$ cat src/rtl/cic_decimator.sv
// -----------------------------------------------------------------------------
// cic_decimator
//
// CIC decimation filter with N integrator stages, N comb stages and a
// run-time decimation factor R of 1, 2, 4, 8 or 16. It takes one signed
// sample per valid_in cycle. The comb output is normalised by the DC gain
// (R*Q)^N, which is always a power of two, using round-half-up. The result is
// then saturated back to the input sample format.
//
// Ports
//   clk         rising-edge clock for all state
//   rst         synchronous, active-high reset
//   valid_in    cic_in carries a sample this cycle
//   dec_factor  decimation factor R (1, 2, 4, 8, 16; anything else acts as 1)
//   cic_in      signed input sample, DATA_WIDTH bits, DATA_FRAC fractional
//   cic_out     decimated, normalised output; holds between strobes
//   valid_out   one-cycle strobe per decimated sample
//   overflow    positive saturation on this output (valid_out cycle only)
//   underflow   negative saturation on this output (valid_out cycle only)
//
// Latency from the valid_in cycle of a decimation-point sample to valid_out
// is 2N+1 cycles: N integrator registers, N comb registers and one output
// register.
// -----------------------------------------------------------------------------
module cic_decimator #(
  parameter  int DATA_WIDTH = 16,
  parameter  int DATA_FRAC  = 15,
  parameter  int Q          = 1,
  parameter  int N          = 1,
  localparam int MAX_DEC    = 16,
  localparam int DEC_WIDTH  = $clog2(MAX_DEC)
) (
  input  logic                         clk,
  input  logic                         rst,
  input  logic                         valid_in,
  input  logic [DEC_WIDTH:0]           dec_factor,
  input  logic signed [DATA_WIDTH-1:0] cic_in,
  output logic signed [DATA_WIDTH-1:0] cic_out,
  output logic                         valid_out,
  output logic                         overflow,
  output logic                         underflow
);

  // The accumulators are sized for the largest possible gain, (MAX_DEC*Q)^N.
  // Smaller R values simply leave headroom unused.
  localparam int ACC_W = DATA_WIDTH + N * $clog2(MAX_DEC * Q);
  // The rounding adder gets one guard bit, so adding 2^(S-1) to a full-scale
  // comb output cannot wrap.
  localparam int RW    = ACC_W + 1;
  localparam int LOG2Q = (Q == 2) ? 1 : 0;

  localparam logic signed [RW-1:0] SAT_MAX = RW'((64'sd1 <<< (DATA_WIDTH - 1)) - 64'sd1);
  localparam logic signed [RW-1:0] SAT_MIN = ~SAT_MAX;

  // Input and output share one Q-format, so the fractional width never moves
  // the binary point inside the filter. The format only has to keep a sign
  // bit, and the stage count and differential delay must be in their
  // supported ranges.
  if (DATA_FRAC >= DATA_WIDTH || N < 1 || N > 4 || (Q != 1 && Q != 2)) begin : g_unsupported_params
  end

  // ---------------------------------------------------------------------------
  // Decimation factor decode
  // ---------------------------------------------------------------------------
  logic [2:0]           w_log2r;
  logic [DEC_WIDTH-1:0] w_rm1;
  logic [4:0]           w_shift;

  always_comb begin
    w_log2r = 3'd0;
    case (dec_factor)
      5'd2:    w_log2r = 3'd1;
      5'd4:    w_log2r = 3'd2;
      5'd8:    w_log2r = 3'd3;
      5'd16:   w_log2r = 3'd4;
      default: w_log2r = 3'd0;  // 1 and every illegal code behave as R = 1
    endcase
    w_rm1   = DEC_WIDTH'((5'd1 << w_log2r) - 5'd1);
    // Normalisation shift S = N * log2(R*Q). This is at most 20, so it fits
    // in 5 bits.
    w_shift = 5'(N * (int'(w_log2r) + LOG2Q));
  end

  // ---------------------------------------------------------------------------
  // Decimation counter: the sample that arrives while the count is R-1 is
  // tagged as the decimation point. The tag then travels with that sample.
  // ---------------------------------------------------------------------------
  logic [DEC_WIDTH-1:0] r_cnt;
  logic                 w_dec_point;

  assign w_dec_point = valid_in && (r_cnt == w_rm1);

  always_ff @(posedge clk) begin
    if (rst) begin
      r_cnt <= '0;
    end else if (valid_in) begin
      r_cnt <= w_dec_point ? '0 : r_cnt + 1'b1;
    end
  end

  // ---------------------------------------------------------------------------
  // Integrator chain. Index 0 of each bus is the chain input, and stage gi
  // drives index gi+1. Each stage registers the valid and tag bits alongside
  // its accumulator, so a sample's tag stays aligned with it.
  // ---------------------------------------------------------------------------
  logic [N:0][ACC_W-1:0] w_ix;
  logic [N:0]            w_iv;
  logic [N:0]            w_it;

  assign w_ix[0] = {{(ACC_W - DATA_WIDTH){cic_in[DATA_WIDTH-1]}}, cic_in};
  assign w_iv[0] = valid_in;
  assign w_it[0] = w_dec_point;

  genvar gi;
  for (gi = 0; gi < N; gi++) begin : g_int
    logic [ACC_W-1:0] r_acc;
    logic             r_vld;
    logic             r_tag;

    always_ff @(posedge clk) begin
      if (rst) begin
        r_acc <= '0;
        r_vld <= 1'b0;
        r_tag <= 1'b0;
      end else begin
        r_vld <= w_iv[gi];
        r_tag <= w_iv[gi] & w_it[gi];
        // Modular wrap-around is harmless. The combs difference the values
        // and recover the exact result as long as that result fits in ACC_W.
        if (w_iv[gi]) begin
          r_acc <= r_acc + w_ix[gi];
        end
      end
    end

    assign w_ix[gi+1] = r_acc;
    assign w_iv[gi+1] = r_vld;
    assign w_it[gi+1] = r_tag;
  end

  // ---------------------------------------------------------------------------
  // Comb chain, running at the decimated rate. Only tagged samples enter it.
  // Each stage subtracts the value it saw Q decimated samples earlier.
  // ---------------------------------------------------------------------------
  logic [N:0][ACC_W-1:0] w_cx;
  logic [N:0]            w_cv;

  assign w_cx[0] = w_ix[N];
  assign w_cv[0] = w_iv[N] & w_it[N];

  for (gi = 0; gi < N; gi++) begin : g_comb
    logic [ACC_W-1:0] r_diff;
    logic [ACC_W-1:0] r_dly [Q];
    logic             r_vld;

    always_ff @(posedge clk) begin
      if (rst) begin
        r_diff <= '0;
        r_vld  <= 1'b0;
        for (int k = 0; k < Q; k++) begin
          r_dly[k] <= '0;
        end
      end else begin
        r_vld <= w_cv[gi];
        if (w_cv[gi]) begin
          r_diff   <= w_cx[gi] - r_dly[Q-1];
          r_dly[0] <= w_cx[gi];
          for (int k = 1; k < Q; k++) begin
            r_dly[k] <= r_dly[k-1];
          end
        end
      end
    end

    assign w_cx[gi+1] = r_diff;
    assign w_cv[gi+1] = r_vld;
  end

  // ---------------------------------------------------------------------------
  // Gain normalisation: (comb + 2^(S-1)) >>> S, or a plain pass-through
  // when S = 0.
  // ---------------------------------------------------------------------------
  logic signed [RW-1:0] w_rnd_sum;
  logic signed [RW-1:0] w_rnd_shr;

  always_comb begin
    w_rnd_sum = {w_cx[N][ACC_W-1], w_cx[N]};
    if (w_shift != 5'd0) begin
      w_rnd_sum = w_rnd_sum + (RW'(1) << (w_shift - 5'd1));
    end
    w_rnd_shr = w_rnd_sum >>> w_shift;
  end

  // ---------------------------------------------------------------------------
  // Saturation to the output word
  // ---------------------------------------------------------------------------
  logic                  w_sat_hi;
  logic                  w_sat_lo;
  logic [DATA_WIDTH-1:0] w_sat_val;

  always_comb begin
    w_sat_hi  = 1'b0;
    w_sat_lo  = 1'b0;
    w_sat_val = w_rnd_shr[DATA_WIDTH-1:0];
    if (w_rnd_shr > SAT_MAX) begin
      w_sat_hi  = 1'b1;
      w_sat_val = SAT_MAX[DATA_WIDTH-1:0];
    end else if (w_rnd_shr < SAT_MIN) begin
      w_sat_lo  = 1'b1;
      w_sat_val = SAT_MIN[DATA_WIDTH-1:0];
    end
  end

  // ---------------------------------------------------------------------------
  // Output register. The data word holds between strobes. The flags are
  // qualified by the strobe, so they read 0 in every other cycle.
  // ---------------------------------------------------------------------------
  logic [DATA_WIDTH-1:0] r_cic_out;
  logic                  r_valid_out;
  logic                  r_overflow;
  logic                  r_underflow;

  always_ff @(posedge clk) begin
    if (rst) begin
      r_cic_out   <= '0;
      r_valid_out <= 1'b0;
      r_overflow  <= 1'b0;
      r_underflow <= 1'b0;
    end else begin
      r_valid_out <= w_cv[N];
      r_overflow  <= w_cv[N] & w_sat_hi;
      r_underflow <= w_cv[N] & w_sat_lo;
      if (w_cv[N]) begin
        r_cic_out <= w_sat_val;
      end
    end
  end

  assign cic_out   = r_cic_out;
  assign valid_out = r_valid_out;
  assign overflow  = r_overflow;
  assign underflow = r_underflow;

endmodule

$ cat config.mk
export PLATFORM = sky130hd
export DESIGN_NAME = cic_decimator
export DESIGN_NICKNAME = d
export VERILOG_FILES = /design/src/rtl/cic_decimator.sv
export SDC_FILE = /design/constraint.sdc
export NUM_CORES = 1
export LEC_CHECK = 0
export ABC_CLOCK_PERIOD_IN_PS = 7400
export CAP_MARGIN = 30
export CORE_MARGIN = 2
export CORE_UTILIZATION = 61
export CTS_CLUSTER_SIZE = 28
export DETAILED_ROUTE_END_ITERATION = 10
export PLACE_DENSITY = 0.79
export SETUP_SLACK_MARGIN = 0.5
export SYNTH_ARGS = -nofsm -noshare
export SYNTH_HDL_FRONTEND = slang
export SYNTH_SLANG_ARGS = --single-unit
$ cat constraint.sdc
create_clock -name clk -period 7.4 [get_ports clk]
set_input_delay 1.48 -clock clk [delete_from_list [all_inputs] [get_ports clk]]
set_output_delay 1.48 -clock clk [all_outputs]
set_load 0.05 [all_outputs]
==> summary.md, run 1 <==
| Metric | Value |
|---|---|
| CTS tree | `yes` |
| Residual DRC count | `0` |
| Design Power | `0.00143 W` |
| Critical-path maximum fanout | `16` |
| Clock Tree Buf Depth | `2` |
| First-pass GRT wire length | `29300 µm` |
| Setup TNS Final | `0 ns` |
| Critical Path RT | `7.66 ns` |
| Pin count of the biggest net entering global routing | `45` |
| Met3 WL | `713 µm` |
| Hold path start | `cic_out[3]$_SDFFE_PP0P_` |
| Area growth syn-to-layout | `12.7%` |
| DR WL/cell | `16.7 µm` |
| Syn Inst Count | `857` |
| Vias in the first global route | `6229` |
| Via Count | `6412` |
| Peak supply drop | `0.129 mV` |
| Hold-fix buffers, CTS | `0` |
| Mapped Avg Cell Area | `8.18 µm²` |
| Post-detail-place hpwl | `13400 µm` |
| Register bit count reported by yosys | `86` |
| Worst Skew | `0.00657 ns` |
| Hold slack | `0.502 ns` |
| Die Y | `111 µm` |
| Synth unique cells | `80` |
| Num Clock Sinks | `86` |
| CTS Buf Count | `9` |
| Latest clock arrival within the worst-skew pair | `0.35 ns` |
| Uppermost layer routed | `met4` |
| Critical path origin | `dec_factor[0]` |
| Slew @ Worst Pin | `0.850 ns` |
| Setup Viol. Count Final | `0` |
| Worst-path clk slew | `0.06 ns` |
| Worst R2R Start | `g_comb[0].r_diff[0]$_SDFFE_PP0P_` |
| Internal reg-to-reg setup slack | `3.43 ns` |
| Met2 WL | `8400 µm` |
| Iteration-0 DRC Markers | `421` |
| Row count | `39` |
| Max-slew headroom | `43.3%` |
| Final Max Tran Viols | `0` |
| Max_cap viols | `0` |
| Die Wd | `111 µm` |
| Port bufs | `42` |
| Ant diodes | `0` |
| Proportion of netlist area held by the largest area contributor | `18.9%` |
| Most frequent cells in the layout | `nand2_1 (85), nor2_1 (85), dfxtp_1 (66), ha_1 (60), a21oi_1 (59)` |
| 1st-pass router iterations | `6` |
| Critical path endpoint category | `register` |
| Die area | `12400 µm²` |
| Sequential element share of the synthesized area | `27.4%` |
| Kind of critical path | `in2reg` |
| Share of cells above drive strength 1 | `8.19%` |
| P_leak | `3.32 nW` |
| Post-route cell area | `7900 µm²` |
| Post-synth EDFFs | `20` |
| Min Tclk post-route | `6.55 ns` |
| Yosys top cell by area | `dfxtp_1` |
| Initial core utilization | `61.9%` |
| ANT nets after route | `0` |
| Top_reg_cell synth | `dfxtp_1` |
| DRT Wirelength | `17500 µm` |
| Area post-placement | `7570 µm²` |
| Unrepaired setup endpoints after global routing | `no` |
| GRT overflow | `0` |
| Final Util | `69.8%` |
| Asr flop ratio synth | `0%` |
| Clk Tree Root Cell | `clkbuf_16` |
| I/O pin cnt | `43` |
| Critical path arrival | `6.82 ns` |
| Post-synthesis cell area | `7010 µm²` |
| Status | `complete, no violations` |
| Vias per inst | `6.12` |
| All-layer global routing usage | `28.6%` |
| PwrDens | `181 nW/µm²` |
| Top cells by area, synth | `dfxtp_1 (19%), ha_1 (11%), edfxtp_1 (8.6%)` |
| Final hold vios | `0` |
| Core area | `11300 µm²` |
| Fmax | `153 MHz` |
| Global placer's final weighted congestion | `0.963` |
| Critical path launch point type | `primary input` |
| Wl on met1 | `7950 µm` |
| Hold WC Path Type | `reg2reg` |
| Tcrit/Tclk final | `88.6%` |
| H-tree Lvls | `3` |
| Fin nets | `986` |
| Initial antenna violation count | `0` |
| Yosys warning total | `0` |
## synthesized netlist by cell type (all sizes together), types with 8 or more instances
cell type,n
nand2b,13
nand3,20
or3,14
a211oi,23
mux2i,25
buf,12
edfxtp,20
nand2,85
nor2,85
clkbuf,21
a31oi,10
o21a,8
a21oi,66
o211ai,9
inv,36
ha,60
a21o,22
nor2b,10
and2,26
xnor2,27
a211o,9
nor3,25
xor2,17
o21ai,61
dfxtp,66
## layer usage
| metal | vias to the layer above | track usage [%] |
|---|---|---|
| li1 | 3182 | - |
| met3 | 36 | 3.77 |
| met4 | 0 | 9.96 |
| met5 | - | 0 |
| met1 | 3012 | 36.8 |
| met2 | 182 | 49.2 |
## power by group
| group | total (W) | switching, W | leakage, nW | internal [W] |
|---|---|---|---|---|
| registers | 0.000536 | 0.0000287 | 0.745 | 0.000508 |
| logic | 0.000433 | 0.000244 | 2.42 | 0.000189 |
| clock network | 0.000462 | 0.000193 | 0.148 | 0.000270 |
| total | 0.00143 | 0.000466 | 3.32 | 0.000966 |
## path summary, 6_finish.rpt
check	cells after the start	endpoint
worst max register to register	14	cic_out[11]$_SDFFE_PP0P_
worst max-delay path	21	cic_out[11]$_SDFFE_PP0P_
worst min register to register	2	cic_out[3]$_SDFFE_PP0P_
worst min-delay path	2	cic_out[3]$_SDFFE_PP0P_
## cell type report
type / instances / area, µm²
fill: 901 / 3420
inverter: 37 / 139
sequential: 86 / 1920
clock inverter: 6 / 61.3
clock buffer: 10 / 239
timing repair buffer: 53 / 498
multi-input combinational: 712 / 4860
tap: 143 / 179
## registers in the layout (all words and copies together) (netlist names)
signal,flops
g_int.r_tag,1
g_int.r_vld,1
cic_out,16
r_cnt,4
g_comb.r_dly,20
g_int.r_acc,20
g_comb.r_vld,1
underflow,1
g_comb.r_diff,20
valid_out,1
overflow,1
## cells by family after synthesis
kind of cell | Yosys count | share of synthesized area (%)
other cells | 1 | 0.0535
compound gates | 261 | 26.6
mux | 28 | 4.05
buf+inv | 70 | 4.03
simple gates | 304 | 20.8
xor+xnor | 44 | 5.50
fa+ha+maj | 63 | 11.6
flops | 86 | 27.4
## stage by stage
stage | std cells | worst slack (ns)
6_report | 1047 | 0.845
5_1_grt | 1047 | 0.520
4_1_cts | 1045 | 0.828
3_5_place_dp | 1029 | 0.496
3_3_place_gp | 1029 | 0.665
2_1_floorplan | 868 | 1.39
## worst max-delay path, stage by stage
cell	delay, ns
clkdlybuf4s50_1	0.46
nor3_2	0.29
and2_1	0.26
inv_1	0.11
nand2_1	0.18
inv_1	0.10
ha_1	0.43
and2_4	0.19
nand2_1	0.07
fa_1	0.39
and2b_1	0.27
o2111ai_2	0.19
a31oi_4	0.26
a21oi_2	0.13
or4_4	0.44
o211ai_2	0.10
nand4_1	0.21
a2111oi_4	0.41
a21oi_4	0.18
or3_1	0.42
a211oi_2	0.23
## what timing repair did
item	CTS	global route
endpoints found under the setup margin	0	5
gates resized for setup	0	2
buffers inserted	0	2
endpoints found under the hold margin	0	0
(Power assumes the default switching activity.)
==> run 2: changes to the inputs <==
--- a/config.mk
+++ b/config.mk
@@ -7,11 +7,13 @@
 export LEC_CHECK = 0
 export ABC_CLOCK_PERIOD_IN_PS = 7400
 export CAP_MARGIN = 30
+export CORE_ASPECT_RATIO = 1.25
 export CORE_MARGIN = 2
 export CORE_UTILIZATION = 61
 export CTS_CLUSTER_SIZE = 28
 export DETAILED_ROUTE_END_ITERATION = 10
-export PLACE_DENSITY = 0.79
+export GPL_TIMING_DRIVEN = 0
+export PLACE_DENSITY = 0.82
 export SETUP_SLACK_MARGIN = 0.5
 export SYNTH_ARGS = -nofsm -noshare
 export SYNTH_HDL_FRONTEND = slang
==> run 2 against run 1 <==
Non-clock buffer count rose by 23. Highest routed layer unchanged. Design area rose by 1.4%. Clock-buffer cell count did not move. Total power fell by 2.0%. Largest cell class unchanged. Final cell count rose by 1.4%.
==> summary.md, run 2 (synthesis results as in run 1) <==
| Metric | Value |
|---|---|
| Status | `complete, no violations (unchanged)` |
| Post-detail-place hpwl | `14600 µm (was 13400 µm)` |
| Max-slew headroom | `47.2% (was 43.3%)` |
| Worst Skew | `0.00710 ns (was 0.00657 ns)` |
| Hold path start | `g_comb[0].r_diff[3]$_SDFFE_PP0P_ (was cic_out[3]$_SDFFE_PP0P_)` |
| Internal reg-to-reg setup slack | `3.52 ns (was 3.43 ns)` |
| Setup Viol. Count Final | `0 (unchanged)` |
| CTS Buf Count | `9 (unchanged)` |
| Latest clock arrival within the worst-skew pair | `0.34 ns (was 0.35 ns)` |
| Worst reg-to-reg path cell count | `14 (unchanged)` |
| CTS tree | `yes (unchanged)` |
| Setup TNS Final | `0 ns (unchanged)` |
| Critical path arrival | `6.80 ns (was 6.82 ns)` |
| GRT overflow | `0 (unchanged)` |
| DRT Wirelength | `18200 µm (was 17500 µm)` |
| ANT nets after route | `0 (unchanged)` |
| Met2 usage | `57.7% (was 49.2%)` |
| Initial antenna violation count | `0 (unchanged)` |
| Die Wd | `99.9 µm (was 111 µm)` |
| PwrDens | `175 nW/µm² (was 181 nW/µm²)` |
| Unrepaired setup endpoints after global routing | `no (unchanged)` |
| GR peak layer | `met2 (unchanged)` |
| Met1 Resource Use GR | `32.9% (was 36.8%)` |
| Design Power | `0.00140 W (was 0.00143 W)` |
| Initial core utilization | `62.9% (was 61.9%)` |
| Kind of critical path | `in2reg (unchanged)` |
| DR WL/cell | `17.2 µm (was 16.7 µm)` |
| Vias per inst | `6.22 (was 6.12)` |
| Final Max Tran Viols | `0 (unchanged)` |
| Global placer's final weighted congestion | `1.03 (was 0.963)` |
| Met3 usage | `4.26% (was 3.77%)` |
| Largest registers | `g_comb.r_diff x20, g_comb.r_dly x20, g_int.r_acc x20 (unchanged)` |
| Row count | `43 (was 39)` |
| Slew @ Worst Pin | `0.792 ns (was 0.850 ns)` |
| Hold slack | `0.489 ns (was 0.502 ns)` |
| Core area | `11100 µm² (was 11300 µm²)` |
| Fin nets | `1009 (was 986)` |
| Critical path endpoint category | `register (unchanged)` |
| Die area | `12400 µm² (about the same)` |
| Hold depth | `2 (unchanged)` |
| Fmax | `153 MHz (about the same)` |
| Max_cap viols | `0 (unchanged)` |
| Area growth syn-to-layout | `14.2% (was 12.7%)` |
| Share of cells above drive strength 1 | `8.74% (was 8.19%)` |
| First-pass GRT wire length | `30000 µm (was 29300 µm)` |
| Most frequent cells in the layout | `nor2_1 (85), nand2_1 (84), dfxtp_1 (66), a21oi_1 (59), ha_1 (59) (was nand2_1 (85), nor2_1 (85), dfxtp_1 (66), ha_1 (60), a21oi_1 (59))` |
| Post-route cell area | `8010 µm² (was 7900 µm²)` |
| Die Y | `124 µm (was 111 µm)` |
| Critical Path RT | `7.66 ns (about the same)` |
| H-tree Lvls | `3 (unchanged)` |
| FF-to-FF End | `cic_out[2]$_SDFFE_PP0P_ (was cic_out[11]$_SDFFE_PP0P_)` |
| P_leak | `3.36 nW (was 3.32 nW)` |
| Port bufs | `41 (was 42)` |
| Final Util | `71.9% (was 69.8%)` |
| Hold WC Path Type | `reg2reg (unchanged)` |
| Peak supply drop | `0.140 mV (was 0.129 mV)` |
| I/O pin cnt | `43 (unchanged)` |
| Worst-path clk slew | `0.06 ns (about the same)` |
| Via Count | `6603 (was 6412)` |
| Clk Tree Root Cell | `clkbuf_16 (unchanged)` |
| Residual DRC count | `0 (unchanged)` |
| Tcrit/Tclk final | `88.4% (was 88.6%)` |
| Worst R2R Start | `g_comb[0].r_diff[0]$_SDFFE_PP0P_ (unchanged)` |
| Min Tclk post-route | `6.54 ns (was 6.55 ns)` |
| Most common cell after layout, fill and taps aside | `nor2_1` |
| Hold Path End | `g_comb[0].r_diff[3]$_SDFFE_PP0P_ (was cic_out[3]$_SDFFE_PP0P_)` |
| Critical path launch point type | `primary input (unchanged)` |
| Ant diodes | `0 (unchanged)` |
| Clock Tree Buf Depth | `2 (unchanged)` |
| Vias in the first global route | `6442 (was 6229)` |
| Area post-placement | `7630 µm² (was 7570 µm²)` |
| Iteration-0 DRC Markers | `328 (was 421)` |
| Fillers | `875 (was 901)` |
| Critical-path maximum fanout | `8 (was 16)` |
| 1st-pass router iterations | `6 (unchanged)` |
| Num Clock Sinks | `86 (unchanged)` |
| All-layer global routing usage | `30.6% (was 28.6%)` |
| Final hold vios | `0 (unchanged)` |
| Pin count of the biggest net entering global routing | `22 (was 45)` |
-- run 2: cell count changes in the layout (fill, tap and decap cells not counted), moves of 2 or more --
| cell | delta |
|---|---|
| clkdlybuf4s50_1 | -2 |
| nor2b_1 | -2 |
| clkinv_2 | -2 |
| dlymetal6s2s_1 | +2 |
| buf_6 | +2 |
| buf_4 | -9 |
| buf_1 | +5 |
| clkbuf_1 | +19 |
| buf_2 | +4 |
| nor3_2 | -2 |
| nor3_4 | +2 |
| nor2b_2 | +2 |
-- run 2: area by class of cell --
| class | instances | area (µm²) | area share [%] |
|---|---|---|---|
| sequential | 86 | 1920 | 24.0 |
| clock buffer | 10 | 239 | 2.99 |
| timing repair buffer | 43 | 430 | 5.38 |
| clock inverter | 6 | 45.0 | 0.563 |
| tap | 135 | 169 | 2.11 |
| multi-input combinational | 712 | 4910 | 61.3 |
| buffer | 33 | 150 | 1.88 |
| inverter | 37 | 139 | 1.73 |
-- run 2: worst max path at each step --
| stage | startpoint | end | slack [ns] | cells past startpoint |
|---|---|---|---|---|
| floorplan | dec_factor[0] | cic_out[2]$_SDFFE_PP0P_ | 1.39 | 21 |
| global placement | dec_factor[3] | cic_out[2]$_SDFFE_PP0P_ | 0.02 | 21 |
| detailed placement | dec_factor[0] | cic_out[2]$_SDFFE_PP0P_ | -0.13 | 21 |
| CTS | dec_factor[0] | cic_out[2]$_SDFFE_PP0P_ | 0.55 | 21 |
| global route | dec_factor[1] | cic_out[2]$_SDFFE_PP0P_ | 0.54 | 21 |
| finish | dec_factor[1] | cic_out[2]$_SDFFE_PP0P_ | 0.86 | 21 |
-- run 2: per-layer routing --
layer,up-vias,wire (µm)
li1,3238,-
met1,3128,7160
met2,179,9540
met3,58,773
met4,0,767
met5,-,0
-- run 2: timing repair --
| item | CTS | global route |
|---|---|---|
| cloned | 0 | 0 |
| endpoints found under the setup margin | 15 | 15 |
| gates resized for setup | 4 | 18 |
| buffers inserted | 1 | 1 |
| pin swaps | 1 | 1 |
| hold buffers | 0 | 0 |
-- run 2: report_power, final --
part	switching [W]	internal (W)
sequential	0.0000294	0.000508
combinational	0.000251	0.000192
clock	0.000186	0.000238
-- run 2: worst max-delay path: stages --
cell and delay [ns]:
clkdlybuf4s50_1 0.59, nor2b_1 0.27, and2_2 0.26, inv_1 0.11, nand2_2 0.16, inv_1 0.18, ha_4 0.36, and2_4 0.17
nand2_1 0.07, fa_1 0.37, and2b_1 0.26, o2111ai_2 0.17, a31oi_4 0.25, a21oi_2 0.13, or4_4 0.44, o211ai_1 0.13
a31oi_2 0.18, a2111oi_4 0.37, a21oi_2 0.16, or3_1 0.44, a211oi_2 0.24
-- run 2: per-stage QoR --
stage	setup slack, ns	cells
floorplan	1.39	868
global placement	0.0185	1044
detailed placement	-0.129	1044
CTS	0.554	1061
global route	0.535	1062
finish	0.857	1062
==> run 3: changes to the inputs <==
--- a/config.mk
+++ b/config.mk
@@ -6,9 +6,9 @@
 export NUM_CORES = 1
 export LEC_CHECK = 0
 export ABC_CLOCK_PERIOD_IN_PS = 7400
-export CAP_MARGIN = 30
+export CAP_MARGIN = 20
 export CORE_ASPECT_RATIO = 1.25
-export CORE_MARGIN = 2
+export CORE_MARGIN = 1
 export CORE_UTILIZATION = 61
 export CTS_CLUSTER_SIZE = 28
 export DETAILED_ROUTE_END_ITERATION = 10
==> run 3 against run 2 <==
Sequential cell count is the same. Design area grew 0.58%. Sequential share of layout area shrank 0.14 points. The flow now finishes with violations (design-rule violations). Largest cell class unchanged. Wire length grew 6.4%.
==> summary.md, run 3 (synthesis results as in run 1) <==
| Metric | Value |
|---|---|
| Worst Skew | `0.00659 ns (was 0.00710 ns)` |
| Initial core utilization | `62.9% (unchanged)` |
| Fillers | `876 (was 875)` |
| Peak supply drop | `0.134 mV (was 0.140 mV)` |
| Worst-path clk slew | `0.06 ns (about the same)` |
| PwrDens | `185 nW/µm² (was 175 nW/µm²)` |
| Row count | `43 (unchanged)` |
| Residual DRC count | `4 (was 0)` |
| All-layer global routing usage | `33.5% (was 30.6%)` |
| Slew @ Worst Pin | `0.867 ns (was 0.792 ns)` |
| Critical path endpoint category | `register (unchanged)` |
| Ant diodes | `0 (unchanged)` |
| Die Wd | `97.9 µm (was 99.9 µm)` |
| Num Clock Sinks | `86 (unchanged)` |
| Area growth syn-to-layout | `14.9% (was 14.2%)` |
| Most frequent cells in the layout | `nor2_1 (85), nand2_1 (84), dfxtp_1 (66), a21oi_1 (59), ha_1 (59) (unchanged)` |
| Setup TNS Final | `0 ns (unchanged)` |
| Share of cells above drive strength 1 | `8.74% (unchanged)` |
| Vias in the first global route | `6526 (was 6442)` |
| Global placer's final weighted congestion | `0.971 (was 1.03)` |
| CTS tree | `yes (unchanged)` |
| GR peak layer | `met2 (unchanged)` |
| Pint | `0.00100 W (was 0.000938 W)` |
| Clk Tree Root Cell | `clkbuf_16 (unchanged)` |
| Tcrit/Tclk final | `90.6% (was 88.4%)` |
| P_leak | `3.39 nW (was 3.36 nW)` |
| Pin count of the biggest net entering global routing | `22 (unchanged)` |
| Initial antenna violation count | `0 (unchanged)` |
| Critical path launch point type | `primary input (unchanged)` |
| Port bufs | `41 (unchanged)` |
| Iteration-0 DRC Markers | `343 (was 328)` |
| First-pass GRT wire length | `31500 µm (was 30000 µm)` |
| Setup Viol. Count Final | `0 (unchanged)` |
| Met2 usage | `65.7% (was 57.7%)` |
| Psw | `0.000490 W (was 0.000466 W)` |
| Most common cell after layout, fill and taps aside | `nor2_1 (unchanged)` |
| Clock Tree Buf Depth | `2 (unchanged)` |
| Max_cap viols | `0 (unchanged)` |
| Design Power | `0.00149 W (was 0.00140 W)` |
| ANT nets after route | `0 (unchanged)` |
| Met1 Resource Use GR | `34.8% (was 32.9%)` |
| Status | `finished with violations (was complete, no violations)` |
| Reg area | `1920 µm² (unchanged)` |
| Kind of critical path | `in2reg (unchanged)` |
| Combinational Power Share | `30.4% (was 31.5%)` |
| Min Tclk post-route | `6.71 ns (was 6.54 ns)` |
| Via Count | `6650 (was 6603)` |
| Failing checks | `design-rule violations` |
| Final hold vios | `0 (unchanged)` |
| Clock share of power | `33.4% (was 30.2%)` |
| Vias per inst | `6.26 (was 6.22)` |
| Max-slew headroom | `42.1% (was 47.2%)` |
| Flop pwr share | `36.1% (was 38.3%)` |
| Fin nets | `1009 (unchanged)` |
| Largest registers | `g_comb.r_diff x20, g_comb.r_dly x20, g_int.r_acc x20 (unchanged)` |
| H-tree Lvls | `3 (unchanged)` |
| I/O pin cnt | `43 (unchanged)` |
| Sw frac | `32.9% (was 33.2%)` |
| Unrepaired setup endpoints after global routing | `no (unchanged)` |
| Die Y | `122 µm (was 124 µm)` |
| Fmax | `149 MHz (was 153 MHz)` |
| Hold WC Path Type | `reg2reg (unchanged)` |
| Critical Path RT | `7.66 ns (about the same)` |
| Die area | `11900 µm² (was 12400 µm²)` |
| Latest clock arrival within the worst-skew pair | `0.34 ns (about the same)` |
| GRT overflow | `0 (unchanged)` |
| Final Max Tran Viols | `0 (unchanged)` |
| DRT Wirelength | `19400 µm (was 18200 µm)` |
| DR WL/cell | `18.3 µm (was 17.2 µm)` |
| Core area | `11100 µm² (unchanged)` |
| Critical-path maximum fanout | `10 (was 8)` |
| Critical path arrival | `6.96 ns (was 6.80 ns)` |
| 1st-pass router iterations | `9 (was 6)` |
| Post-detail-place hpwl | `15000 µm (was 14600 µm)` |
| Met3 usage | `4.82% (was 4.26%)` |
| Area of the multi-input gates | `4910 µm² (about the same)` |
| CTS Buf Count | `9 (unchanged)` |
## run 3: stage by stage
| stage | utilization [%] | instance area [µm²] | std cells | hold WS, ns | setup slack, ns |
|---|---|---|---|---|---|
| floorplan | - | 7050 | 868 | 0.448 | 1.39 |
| global placement | 68.5 | 7630 | 1044 | 0.481 | 0.0143 |
| detailed placement | 68.5 | 7630 | 1044 | 0.485 | -0.107 |
| CTS | 71.7 | 7980 | 1061 | 0.497 | 0.601 |
| global route | 72.3 | 8050 | 1062 | 0.530 | 0.494 |
| finish | 72.3 | 8050 | 1062 | 0.496 | 0.694 |
## run 3: layout make-up
| type | instances | share of cell area, % |
|---|---|---|
| Multi-Input combinational cell | 712 | 61.0 |
| Sequential cell | 86 | 23.9 |
| Timing Repair Buffer | 43 | 5.38 |
| Clock buffer | 9 | 2.80 |
| Tap cell | 135 | 2.10 |
| Buffer | 33 | 1.83 |
| Inverter | 37 | 1.72 |
| Clock inverter | 7 | 1.27 |
## run 3: final timing paths
kind | start | to | slack, ns | depth (start not counted)
max reg2reg | g_comb[0].r_diff[0]$_SDFFE_PP0P_ | cic_out[2]$_SDFFE_PP0P_ | 3.40 | 14
min reg2reg | cic_out[3]$_SDFFE_PP0P_ | cic_out[3]$_SDFFE_PP0P_ | 0.50 | 2
min | cic_out[3]$_SDFFE_PP0P_ | cic_out[3]$_SDFFE_PP0P_ | 0.50 | 2
max | dec_factor[4] | cic_out[2]$_SDFFE_PP0P_ | 0.69 | 21
## run 3: critical path, stage by stage
cell	delay, ns
clkdlybuf4s50_1	0.65
and3b_1	0.20
clkbuf_2	0.21
inv_1	0.09
clkbuf_2	0.20
buf_2	0.23
ha_2	0.42
and2_4	0.17
nand2_1	0.07
fa_1	0.38
and2b_1	0.25
o2111ai_2	0.20
a31oi_4	0.28
a21oi_2	0.13
or4_4	0.45
o211ai_2	0.14
nand4_1	0.22
a2111oi_4	0.36
a21oi_2	0.17
or3_1	0.45
a211oi_2	0.23
## run 3: timing repair
item	in CTS	in global routing
buffers inserted	1	1
hold buffers	0	0
resized for setup	5	17
endpoints found under the setup margin	15	15
pin swaps	1	1
## run 3: power groups by stage
stage                     logic (W)  clock network, W  registers, W
after floorplan            0.000331                 0      0.000542
after global placement     0.000418                 0      0.000546
after detailed placement   0.000436                 0      0.000548
after CTS                  0.000444          0.000502      0.000538
after global routing       0.000501          0.000518      0.000542
final                      0.000454          0.000499      0.000539
## run 3: layer usage
metal / vias to the layer above / share of wire, %
met5: - / 0
met4: 0 / 3.1
met3: 46 / 4.4
met2: 205 / 54
met1: 3151 / 38
li1: 3248 / -
